===== src/rtl/mips_ctrl_pkg.sv =====
// Shared opcodes, funct codes, ALU encodings and the
// pipelined control bundle for the MIPS pipeline controller.
package mips_ctrl_pkg;

  localparam logic [5:0] OP_RTYPE = 6'b000000;
  localparam logic [5:0] OP_LW    = 6'b100011;
  localparam logic [5:0] OP_SW    = 6'b101011;
  localparam logic [5:0] OP_BEQ   = 6'b000100;
  localparam logic [5:0] OP_ADDI  = 6'b001000;
  localparam logic [5:0] OP_J     = 6'b000010;

  localparam logic [5:0] FN_ADD = 6'b100000;
  localparam logic [5:0] FN_SUB = 6'b100010;
  localparam logic [5:0] FN_AND = 6'b100100;
  localparam logic [5:0] FN_OR  = 6'b100101;
  localparam logic [5:0] FN_SLT = 6'b101010;

  localparam logic [2:0] ALU_AND = 3'b000;
  localparam logic [2:0] ALU_OR  = 3'b001;
  localparam logic [2:0] ALU_ADD = 3'b010;
  localparam logic [2:0] ALU_SUB = 3'b110;
  localparam logic [2:0] ALU_SLT = 3'b111;

  typedef struct packed {
    logic       valid;
    logic       regwrite;
    logic       memtoreg;
    logic       memwrite;
    logic       alusrc;
    logic       regdst;
    logic [2:0] alucontrol;
  } ctrl_t;

  function automatic logic rFunctOk(
    input logic [5:0] funct
  );
    return funct == FN_ADD || funct == FN_SUB ||
           funct == FN_AND || funct == FN_OR  ||
           funct == FN_SLT;
  endfunction

  function automatic logic [2:0] aluOfFunct(
    input logic [5:0] funct
  );
    logic [2:0] alu;
    alu = ALU_ADD;
    unique case (1'b1)
      (funct == FN_SUB): alu = ALU_SUB;
      (funct == FN_AND): alu = ALU_AND;
      (funct == FN_OR):  alu = ALU_OR;
      (funct == FN_SLT): alu = ALU_SLT;
      default:           alu = ALU_ADD;
    endcase
    return alu;
  endfunction

endpackage


===== src/rtl/ctrl_decode.sv =====
// D-stage main + ALU decoder, purely combinational.
// PIPE_CTRL_JUMP_EN enables decoding of j (op 000010).
module ctrl_decode
  import mips_ctrl_pkg::*;
(
  input  logic [5:0] op,
  input  logic [5:0] funct,
  output ctrl_t      ctrl,
  output logic       branch,
  output logic       jump,
  output logic       invalid
);

  always_comb begin
    ctrl   = '0;
    branch = 1'b0;
    jump   = 1'b0;
    unique case (1'b1)
      (op == OP_RTYPE && rFunctOk(funct)): begin
        ctrl.valid      = 1'b1;
        ctrl.regwrite   = 1'b1;
        ctrl.regdst     = 1'b1;
        ctrl.alucontrol = aluOfFunct(funct);
      end
      (op == OP_LW): begin
        ctrl.valid      = 1'b1;
        ctrl.regwrite   = 1'b1;
        ctrl.memtoreg   = 1'b1;
        ctrl.alusrc     = 1'b1;
        ctrl.alucontrol = ALU_ADD;
      end
      (op == OP_SW): begin
        ctrl.valid      = 1'b1;
        ctrl.memwrite   = 1'b1;
        ctrl.alusrc     = 1'b1;
        ctrl.alucontrol = ALU_ADD;
      end
      (op == OP_BEQ): begin
        ctrl.valid      = 1'b1;
        ctrl.alucontrol = ALU_SUB;
        branch          = 1'b1;
      end
      (op == OP_ADDI): begin
        ctrl.valid      = 1'b1;
        ctrl.regwrite   = 1'b1;
        ctrl.alusrc     = 1'b1;
        ctrl.alucontrol = ALU_ADD;
      end
`ifdef PIPE_CTRL_JUMP_EN
      (op == OP_J): begin
        ctrl.valid = 1'b1;
        jump       = 1'b1;
      end
`endif
      default: ctrl = '0;
    endcase
    invalid = ~ctrl.valid;
  end

endmodule


===== src/rtl/pipe_controller.sv =====
// MIPS 5-stage control: D decode, E/M/W control registers, retire count.
// Optional j decode under PIPE_CTRL_JUMP_EN.
module pipe_controller
  import mips_ctrl_pkg::*;
#(
  parameter int CNT_W = 32
) (
  input  logic             clk,
  input  logic             rst,
  input  logic [5:0]       opD,
  input  logic [5:0]       functD,
  input  logic             flushE,
  output logic             branchD,
  output logic             jumpD,
  output logic             invalidD,
  output logic             regwriteE,
  output logic             memtoregE,
  output logic             memwriteE,
  output logic             alusrcE,
  output logic             regdstE,
  output logic [2:0]       alucontrolE,
  output logic             regwriteM,
  output logic             memtoregM,
  output logic             memwriteM,
  output logic             regwriteW,
  output logic             memtoregW,
  output logic [CNT_W-1:0] retiredW
);

  ctrl_t ctrlD;
  ctrl_t ctrlE;
  ctrl_t ctrlM;
  ctrl_t ctrlW;

  ctrl_decode uDecode (
    .op      (opD),
    .funct   (functD),
    .ctrl    (ctrlD),
    .branch  (branchD),
    .jump    (jumpD),
    .invalid (invalidD)
  );

  always_ff @(posedge clk or negedge rst) begin
    if (!rst) begin
      ctrlE <= '0;
    end else if (flushE) begin
      ctrlE <= '0;
    end else begin
      ctrlE <= ctrlD;
    end
  end

  always_ff @(posedge clk or negedge rst) begin
    if (!rst) begin
      ctrlM <= '0;
      ctrlW <= '0;
    end else begin
      ctrlM <= ctrlE;
      ctrlW <= ctrlM;
    end
  end

  // Counted as the instruction lands in W, so the count
  // moves on the same edge as the W-stage controls.
  always_ff @(posedge clk or negedge rst) begin
    if (!rst) begin
      retiredW <= '0;
    end else if (ctrlM.valid) begin
      retiredW <= retiredW + CNT_W'(1);
    end
  end

  assign regwriteE   = ctrlE.regwrite;
  assign memtoregE   = ctrlE.memtoreg;
  assign memwriteE   = ctrlE.memwrite;
  assign alusrcE     = ctrlE.alusrc;
  assign regdstE     = ctrlE.regdst;
  assign alucontrolE = ctrlE.alucontrol;
  assign regwriteM   = ctrlM.regwrite;
  assign memtoregM   = ctrlM.memtoreg;
  assign memwriteM   = ctrlM.memwrite;
  assign regwriteW   = ctrlW.regwrite;
  assign memtoregW   = ctrlW.memtoreg;

endmodule


===== config.mk =====
export PLATFORM = sky130hd
export DESIGN_NAME = pipe_controller
export DESIGN_NICKNAME = d
export VERILOG_FILES = /design/src/rtl/mips_ctrl_pkg.sv /design/src/rtl/ctrl_decode.sv /design/src/rtl/pipe_controller.sv
export SDC_FILE = /design/constraint.sdc
export NUM_CORES = 1
export LEC_CHECK = 0
export CORE_ASPECT_RATIO = 0.5
export CORE_UTILIZATION = 41
export CTS_CLUSTER_DIAMETER = 100
export CTS_CLUSTER_SIZE = 20
export DETAILED_ROUTE_END_ITERATION = 8
export HOLD_SLACK_MARGIN = 0.06
export PLACE_DENSITY = 0.75
export SLEW_MARGIN = 20
export SYNTH_ARGS = -nofsm -noshare
export SYNTH_HDL_FRONTEND = slang
export SYNTH_SLANG_ARGS = --single-unit

===== constraint.sdc =====
create_clock -name clk -period 1.7 [get_ports clk]
set_input_delay 0.34 -clock clk [delete_from_list [all_inputs] [get_ports clk]]
set_output_delay 0.34 -clock clk [all_outputs]
set_load 0.1 [all_outputs]

==> reports/qor.csv, run 1 <==
metric;value;unit
die area;5480;um2
Std-Cell Rows;18;
total track usage;20.9;%
Horiz. Die Dim;104;um
Sink Count;47;
Max Cap Viol;0;
n_diodes;0;
DRT Pass-1 Iters;6;
final hold vios;0;
Layout area overhead;81.0;%
initial antenna violation count;0;
mapped cell area;2120;um2
drt wl/cell;14.9;um
Synth area leader;dfrtp_1;
Final min period;1.70;ns
Final WS setup;-0.00105;ns
worst IR drop on VDD;470;uV
Ys Warns;0;
sequential-to-total area share from yosys stat;55.4;%
largest cells by area after synthesis;dfrtp_1 (55%), xor2_1 (7.4%), xnor2_1 (5.8%);
I/O pin count;63;
crit path max fanout;3;
port bufs;61;
leakage power;1.71;nW
via count;1849;
Final Setup Violations;1;
critical path's slowest cell;nor4_4;
Synth Register Bits;47;
Post-DP HPWL;3.84;mm
most frequent CP cell;buf_4;
Worst EP arrival;1.36;ns
type of the worst min-delay path;register to register;
Congestion Overflow GR;0;
first-pass GRT wire length;8.68;mm
CTS tree;done;
initial drt markers;84;
Root Driver;clkbuf_8;
commonest non-fill, non-tap cell in the layout;buf_12;
Synth top area share;55.4;%
RSZ-0062 raised after global routing;true;
Starting Density;42.8;%
share of cells above drive strength 1;53.4;%
total CTS buffers;5;
Slowest Stage Delay on Critical Path;0.31;ns
WS Path Type;input port to output pin;
Final period util;100;%
setup_tns;-0.00105;ns
Fin Hold WS;0.355;ns
core box area;4950;um2
Avg Synthesized Cell Area;11.4;um2
synthesized net count;202;
final WL;5.39;mm
Final ANT Viol Nets;0;
failing checks;negative setup slack;
CP Capture Type;output pin;
Clock Path Buffers;2;
Setup Skew;0.00981;ns
Mapped Cells;186;
status;finished, violations left;
largest net degree at the start of global routing;48;
vias in the first global route;1914;
# DRC;0;
count of cell types in the netlist;36;
routability cong.;0.793;
CP required;1.36;ns
reg2reg path depth;4;
CTS clk-pin slew, worst paths;0.08;ns
hold path depth;0;
Final #Nets;307;
latest clock arrival within the worst-skew pair;0.30;ns
Die Ht;52.9;um
most frequent cells in the layout;buf_12 (49), buf_4 (41), dfrtp_4 (22), xor2_1 (17), dfrtp_1 (17);
H-tree Lvls;2;
PwrDens;683;nW/um2
Vias/cell;5.11;
Startpoint Class;input port;
Pwr Total;2.62;mW
maximum achievable frequency;588;MHz
max-slew violation count;0;
crit-path cells;buf_4 -> nor4_4 -> buf_4 -> and3b_2 -> buf_12;
-- synth_stat cells --
cell type,n
and3_1,4
xor2_1,18
or2_2,1
nor2b_1,1
mux2_2,1
nor2_1,9
o21ai_0,2
a2111oi_0,1
and2_1,3
nand4_1,11
nor4_2,1
inv_1,7
buf_4,4
buf_2,2
and4_1,3
o2bb2ai_1,2
a21oi_1,3
and4_2,1
nand4_4,1
and3b_1,1
nand2_1,10
nand3b_1,1
or4_4,1
nand2b_1,2
dfrtp_1,47
xnor2_1,14
nor4_1,7
nor4_4,1
nor3_1,10
ha_1,1
nand3_1,10
nor4b_1,1
mux2i_1,1
nand3_2,2
a311o_1,1
conb_1,1
-- registers in the layout, indices dropped and copies added, names as in the netlist --
name / cells
retiredW: 32
alucontrolE: 3
alusrcE: 1
ctrlE: 1
ctrlM: 1
memtoregE: 1
memtoregM: 1
memtoregW: 1
memwriteE: 1
memwriteM: 1
regdstE: 1
regwriteE: 1
regwriteM: 1
regwriteW: 1
-- final timing paths --
kind | slack (ns) | endpoint | start
worst max-delay path | -0.001 | branchD | opD[0]
worst min-delay path | 0.36 | ctrlM[8]$_DFF_PN0_ | ctrlE[8]$_DFF_PN0_
worst max register to register | 0.04 | retiredW[31]$_DFFE_PN0P_ | retiredW[17]$_DFFE_PN0P_
worst min register to register | 0.36 | ctrlM[8]$_DFF_PN0_ | ctrlE[8]$_DFF_PN0_
max in group asynchronous | 0.92 | retiredW[17]$_DFFE_PN0P_ | rst
min in group asynchronous | 0.53 | retiredW[27]$_DFFE_PN0P_ | rst
-- cell families (layout without fill, tap and decap cells) --
kind of cell | Yosys count | after routing | share of synthesized area (%)
simple gates | 81 | 81 | 23.6
flops | 47 | 47 | 55.4
xor+xnor | 32 | 32 | 13.2
buf+inv | 13 | 119 | 3.13
compound gates | 9 | 9 | 2.89
mux | 2 | 2 | 1.00
fa+ha+maj | 1 | 1 | 0.590
other cells | 1 | 1 | 0.177
-- report_power, final --
group          total [mW]  internal [mW]  switching [mW]
clock network       0.734          0.371           0.363
logic               0.666          0.246           0.420
registers            1.22           1.17          0.0490
-- layout make-up --
type	count	area, um2
multi-input combinational	126	961
clock buffer	8	100
inverter	7	26.3
timing repair buffer	104	1400
fill	293	1110
tap	70	87.6
sequential	47	1270
-- layer usage --
metal	wire length [um]	vias to the layer above	GRT usage [%]	share of wire, %
li1	-	861	-	-
met2	2900	54	40.8	54
met3	209	12	4.80	3.9
met1	2170	922	22.6	40
met5	0	-	0	0
met4	103	0	9.29	1.9
-- stage by stage --
stage / instances / cell area [um2] / util, % / setup slack, ns
detailed placement: 344 / 3620 / 73.0 / -0.430
CTS: 362 / 3810 / 76.9 / 0.00353
global placement: 344 / 3620 / 73.0 / -0.342
finish: 362 / 3840 / 77.5 / -0.00105
global route: 362 / 3840 / 77.5 / -0.0400
floorplan: 186 / 2220 / - / -0.148
-- critical path: cells and delay by family --
family	cells	cell delay [ns]
AND/OR/NAND/NOR	2	0.54
buffers and inverters	3	0.48
-- repair_timing --
item | CTS | global route
hold endpoints to repair | 47 | 0
buffers inserted | 9 | 0
hold buffers | 1 | 0
setup endpoints to repair | 3 | 9
pin swaps | 5 | 8
gates resized for setup | 30 | 22
No activity file was read; power rests on OpenSTA's default activity.
==> run 2, diff against run 1 <==
==> constraint.sdc (replaced) <==
create_clock -name clk -period 1.7 [get_ports clk]
set_input_delay 0.34 -clock clk [delete_from_list [all_inputs] [get_ports clk]]
set_output_delay 0.34 -clock clk [all_outputs]
set_load 0.02 [all_outputs]
==> run 2 against run 1 <==
  * The flow now finishes without violations
  * Cell count is 0.83% higher
  * Sequential cell count stayed put
  * Sequential power is 3% lower
  * Utilization is 12 points lower
  * Die area stayed put
  * Final area is 15% lower
  * Critical path depth is 4 lower
  * Clock-buffer cell count is 1 lower
  * Register-to-register slack better by 0.03 ns
  * Setup slack better by 0.033 ns
  * Global-route usage is 2.4 points lower
  * Total power is 12% lower
  * Critical path type is now register to output pin
  * Critical endpoint is now retiredW[12]
  * Highest routed layer unchanged
==> reports/qor.csv, run 2 (synthesis results as in run 1) <==
metric;value;unit;change
hold path depth;0;;unchanged
Starting Density;42.8;%;unchanged
Final Setup Violations;0;;-1
crit-path cells;clkdlybuf4s50_1;;
Vias/cell;4.95;;-3.0%
share of cells above drive strength 1;27.1;%;-26 points
DRT Pass-1 Iters;4;;-2
latest clock arrival within the worst-skew pair;0.30;ns;about the same
utilization after layout;65.9;%;-12 points
drt wl/cell;13.9;um;-7.0%
Final min period;1.67;ns;-0.0334 ns
WS Path Type;register to output pin;;
most frequent cells in the layout;dfrtp_1 (46), buf_4 (46), clkdlybuf4s50_1 (23), xor2_1 (18), dlygate4sd2_1 (17);;
crit path max fanout;4;;+1
Congestion Overflow GR;0;;unchanged
r2r startpoint;retiredW[3]$_DFFE_PN0P_;;
Final period util;98.1;%;-2.0 points
initial drt markers;55;;-35%
Layout area overhead;54.0;%;
total track usage;18.5;%;-2.4 points
largest net degree at the start of global routing;31;;-35%
final WL;5.06;mm;-6.2%
first-pass GRT wire length;7.80;mm;-10%
Top delay family on crit path;buffers and inverters;;
Final #Nets;310;;+0.98%
Startpoint Class;register;;
total CTS buffers;5;;unchanged
vias in the first global route;1719;;-10%
CTS clk-pin slew, worst paths;0.08;ns;about the same
max reg flops;32;;unchanged
non-filler instance count after layout;365;;+0.83%
Root Driver;clkbuf_8;;
CTS tree;done;;
die area;5480;um2;unchanged
Final ANT Viol Nets;0;;unchanged
setup_tns;0;ns;+0.00105 ns
CP required;1.36;ns;about the same
leakage power;1.75;nW;+2.5%
CP startpoint;retiredW[12]$_DFFE_PN0P_;;
reg2reg path depth;4;;unchanged
CP Depth;1;;-4
status;finished, final reports clean;;
Post-DP HPWL;3.46;mm;-10%
Slowest Stage Delay on Critical Path;0.63;ns;+0.32 ns
Horiz. Die Dim;104;um;unchanged
Die Ht;52.9;um;unchanged
RSZ-0062 raised after global routing;true;;
routability cong.;0.785;;-1.0%
# DRC;0;;unchanged
n_diodes;0;;unchanged
Place WS;-0.779;ns;-0.348 ns
core box area;4950;um2;unchanged
initial antenna violation count;0;;unchanged
PwrDens;709;nW/um2;+3.8%
via count;1808;;-2.2%
maximum achievable frequency;600;MHz;+2.0%
Fin Hold WS;0.358;ns;+0.00246 ns
Final WS setup;0.0323;ns;+0.0334 ns
placed cell count;343;;-0.29%
worst IR drop on VDD;303;uV;-36%
Largest Register;retiredW;;
Clock Path Buffers;2;;unchanged
worst hold start;ctrlE[8]$_DFF_PN0_;;
final hold vios;0;;unchanged
Max Cap Viol;0;;unchanged
port bufs;61;;unchanged
type of the worst min-delay path;register to register;;
Setup Skew;0.0112;ns;+0.00139 ns
Std-Cell Rows;18;;unchanged
CP Capture Type;output pin;;
Buf/Inv on CP;1;;-2
H-tree Lvls;2;;unchanged
Sink Count;47;;unchanged
max-slew violation count;0;;unchanged
critical path's slowest cell;clkdlybuf4s50_1;;
Worst EP arrival;1.33;ns;-0.03 ns
I/O pin count;63;;unchanged
## run 2: timing repair
item | 4_1_cts | 5_1_grt
pin swaps | 7 | 5
hold buffers | 1 | 0
gates cloned | 0 | 0
setup endpoints to repair | 20 | 18
buffers inserted | 10 | 3
gates resized for setup | 43 | 30
endpoints found under the hold margin | 17 | 0
## run 2: routing by layer
layer / track usage [%] / share of wire, %
met1: 20.1 / 42
met2: 36.9 / 53
met3: 4.06 / 3.2
met4: 6.90 / 1.2
met5: 0 / 0
## run 2: final timing paths
path / endpoint / slack [ns]
max: retiredW[12] / 0.03
min: ctrlM[8]$_DFF_PN0_ / 0.36
max reg2reg: retiredW[25]$_DFFE_PN0P_ / 0.07
min reg2reg: ctrlM[8]$_DFF_PN0_ / 0.36
max in group asynchronous: retiredW[25]$_DFFE_PN0P_ / 0.66
min in group asynchronous: retiredW[15]$_DFFE_PN0P_ / 0.53
## run 2: per-stage QoR
| stage | power [mW] | cell area [um2] |
|---|---|---|
| floorplan | 1.33 | 2120 |
| global placement | 1.52 | 3030 |
| detailed placement | 1.53 | 3030 |
| CTS | 2.33 | 3220 |
| global route | 2.40 | 3270 |
| finish | 2.32 | 3270 |
## run 2: power by group
group | total [mW] | switching (mW) | internal (mW)
registers | 1.18 | 0.0303 | 1.15
logic | 0.331 | 0.176 | 0.155
clock network | 0.802 | 0.362 | 0.440
## run 2: layout make-up
class	count	area, um2
tap	70	87.6
timing repair buffer	107	927
sequential	47	1180
multi-input combinational	126	942
clock inverter	1	30.0
fill	408	1690
inverter	7	26.3
clock buffer	7	76.3
==> run 3, diff against run 2 <==
Settings changed: ABC_CLOCK_PERIOD_IN_PS set to 1700, PLACE_DENSITY 0.75 to 0.72.
==> run 3 against run 2 <==
  * Final area shrank 2.7%
  * Wire length shrank 5.5%
  * Non-clock buffer count shrank 5
  * Die area is the same
  * First-iteration DRC count shrank 35%
  * Worst hold slack lost 0.0010 ns
  * Clock skew shrank 0.0042 ns
  * Via count shrank 1.5%
  * Total power shrank 8.1%
  * Clock power shrank 22%
  * Register-to-register slack gained 0.03 ns
  * Critical path depth grew 4
  * Largest power group unchanged
==> reports/qor.csv, run 3 (synthesis results as in run 1) <==
metric;value;unit;change
Congestion Overflow GR;0;;unchanged
clock network power share;29.5;%;-5.1 points
share of cells above drive strength 1;23.4;%;-3.7 points
# DRC;0;;unchanged
hold path depth;0;;unchanged
Vias/cell;4.95;;-0.13%
most frequent cells in the layout;dfrtp_1 (46), buf_4 (39), dlygate4sd2_1 (24), clkdlybuf4s50_1 (23), xor2_1 (18);;
final WL;4.78;mm;-5.5%
Place WS;-0.831;ns;-0.0520 ns
Die Ht;52.9;um;unchanged
Reg power frac;55.5;%;+4.4 points
Std-Cell Rows;18;;unchanged
slew at the pin closest to its max-slew limit;0.526;ns;
PwrDens;670;nW/um2;-5.5%
core box area;4950;um2;unchanged
Int Pwr;1.59;mW;-8.9%
Worst EP arrival;1.33;ns;about the same
Final period util;98.5;%;+0.41 points
Pwr Total;2.13;mW;-8.1%
latest clock arrival within the worst-skew pair;0.29;ns;about the same
maximum achievable frequency;597;MHz;-0.41%
total CTS buffers;5;;unchanged
Sink Count;47;;unchanged
Max Cap Viol;0;;unchanged
largest net degree at the start of global routing;23;;-26%
vias in the first global route;1700;;-1.1%
final hold vios;0;;unchanged
port bufs;61;;unchanged
Root Driver;clkbuf_8;;
Final Setup Violations;0;;unchanged
CP required;1.36;ns;about the same
Sw Ratio;25.2;%;+0.64 points
Horiz. Die Dim;104;um;unchanged
total track usage;17.8;%;-0.70 points
non-filler instance count after layout;360;;-1.4%
type of the worst min-delay path;register to register;;
DRT Pass-1 Iters;4;;unchanged
reg2reg path depth;4;;unchanged
die area;5480;um2;unchanged
setup_tns;0;ns;unchanged
r2r setup slk;0.10;ns;+0.03 ns
crit-path cells;clkdlybuf4s15_2 -> nor4b_4 -> nand4_1 -> and2_4 -> buf_6;;
initial antenna violation count;0;;unchanged
RSZ-0062 raised after global routing;true;;
I/O pin count;63;;unchanged
crit path max fanout;4;;unchanged
Largest Register;retiredW;;
Final WS setup;0.0254;ns;-0.00694 ns
n_diodes;0;;unchanged
Final #Nets;305;;-1.6%
via count;1781;;-1.5%
Layout area overhead;49.8;%;
Setup Skew;0.00699;ns;-0.00421 ns
Final ANT Viol Nets;0;;unchanged
CTS tree;done;;
WS Path Type;input port to output pin;;
placed cell count;347;;+1.2%
max reg flops;32;;unchanged
relative slew slack;64.9;%;
routability cong.;0.751;;-4.3%
leakage power;1.70;nW;-3.3%
CTS clk-pin slew, worst paths;0.08;ns;about the same
first-pass GRT wire length;7.56;mm;-3.0%
drt wl/cell;13.3;um;-4.2%
initial drt markers;36;;-35%
Slowest Stage Delay on Critical Path;0.30;ns;-0.33 ns
Final min period;1.67;ns;+0.00694 ns
CP Capture Type;output pin;;
worst IR drop on VDD;453;uV;+49%
logic gate share of total power;14.9;%;+0.6 points
Starting Density;42.8;%;unchanged
status;finished, final reports clean;;
Startpoint Class;input port;;
Post-DP HPWL;3.53;mm;+2.2%
max-slew violation count;0;;unchanged
fill count;416;;+2.0%
commonest non-fill, non-tap cell in the layout;dfrtp_1;;
critical path's slowest cell;nor4b_4;;
Clock Path Buffers;2;;unchanged
switching pwr;0.536;mW;-5.7%
H-tree Lvls;2;;unchanged
[run 3: cell types whose count changed in the layout (fill, tap and decap cells not counted), sizes merged]
cell,change
dlymetal6s2s,-4
bufinv,-1
clkbuf,-4
buf,-4
dlygate4sd2,+7
clkinv,+1
[run 3: power groups by stage]
stage	Clock (mW)	Sequential, mW	Combinational [mW]
6_report	0.628	1.18	0.318
5_1_grt	0.699	1.19	0.346
4_1_cts	0.660	1.18	0.319
3_5_place_dp	0	1.21	0.323
3_3_place_gp	0	1.20	0.317
2_1_floorplan	0	1.25	0.0835
[run 3: final cells by class]
class | instances | area (um2) | share of cell area (%)
clock buffers | 7 | 76.3 | 2.40
inverters | 7 | 26.3 | 0.827
clock inverters | 1 | 5.00 | 0.157
repair buffers | 102 | 888 | 28.0
multi-input cells | 126 | 917 | 28.9
well taps | 70 | 87.6 | 2.76
flip-flops and latches | 47 | 1180 | 37.0
[run 3: timing repair]
action,4_1_cts,5_1_grt
setup endpoints to repair,22,7
resized for setup,53,11
buffers inserted,2,2
endpoints found under the hold margin,20,0
hold buffers,1,0
pin swaps,6,3
[run 3: worst paths after layout]
kind                                             to                startpoint
min reg2reg                      ctrlM[8]$_DFF_PN0_        ctrlE[8]$_DFF_PN0_
min in group asynchronous  retiredW[30]$_DFFE_PN0P_                       rst
min                              ctrlM[8]$_DFF_PN0_        ctrlE[8]$_DFF_PN0_
max reg2reg                retiredW[31]$_DFFE_PN0P_  retiredW[27]$_DFFE_PN0P_
max in group asynchronous  retiredW[16]$_DFFE_PN0P_                       rst
max                                        invalidD                    opD[2]
[run 3: per-layer routing]
| metal | track usage, % | wire length, um |
|---|---|---|
| met2 | 34.6 | 2500 |
| met3 | 4.68 | 227 |
| met1 | 20.7 | 2030 |
| met5 | 0 | 0 |
| met4 | 2.86 | 20 |
[run 3: critical path: cells and delay by family]
family / cells / cell delay [ns]
and+or+nand+nor: 3 / 0.64
buffers and inverters: 2 / 0.35
[run 3: stage by stage]
stage / hold slack, ns / util [%] / instance area (um2)
detailed placement: 0.336 / 61.7 / 3060
global placement: 0.334 / 61.7 / 3060
floorplan: 0.0444 / - / 2120
finish: 0.357 / 64.1 / 3180
CTS: 0.361 / 63.8 / 3160
global route: 0.363 / 64.1 / 3180
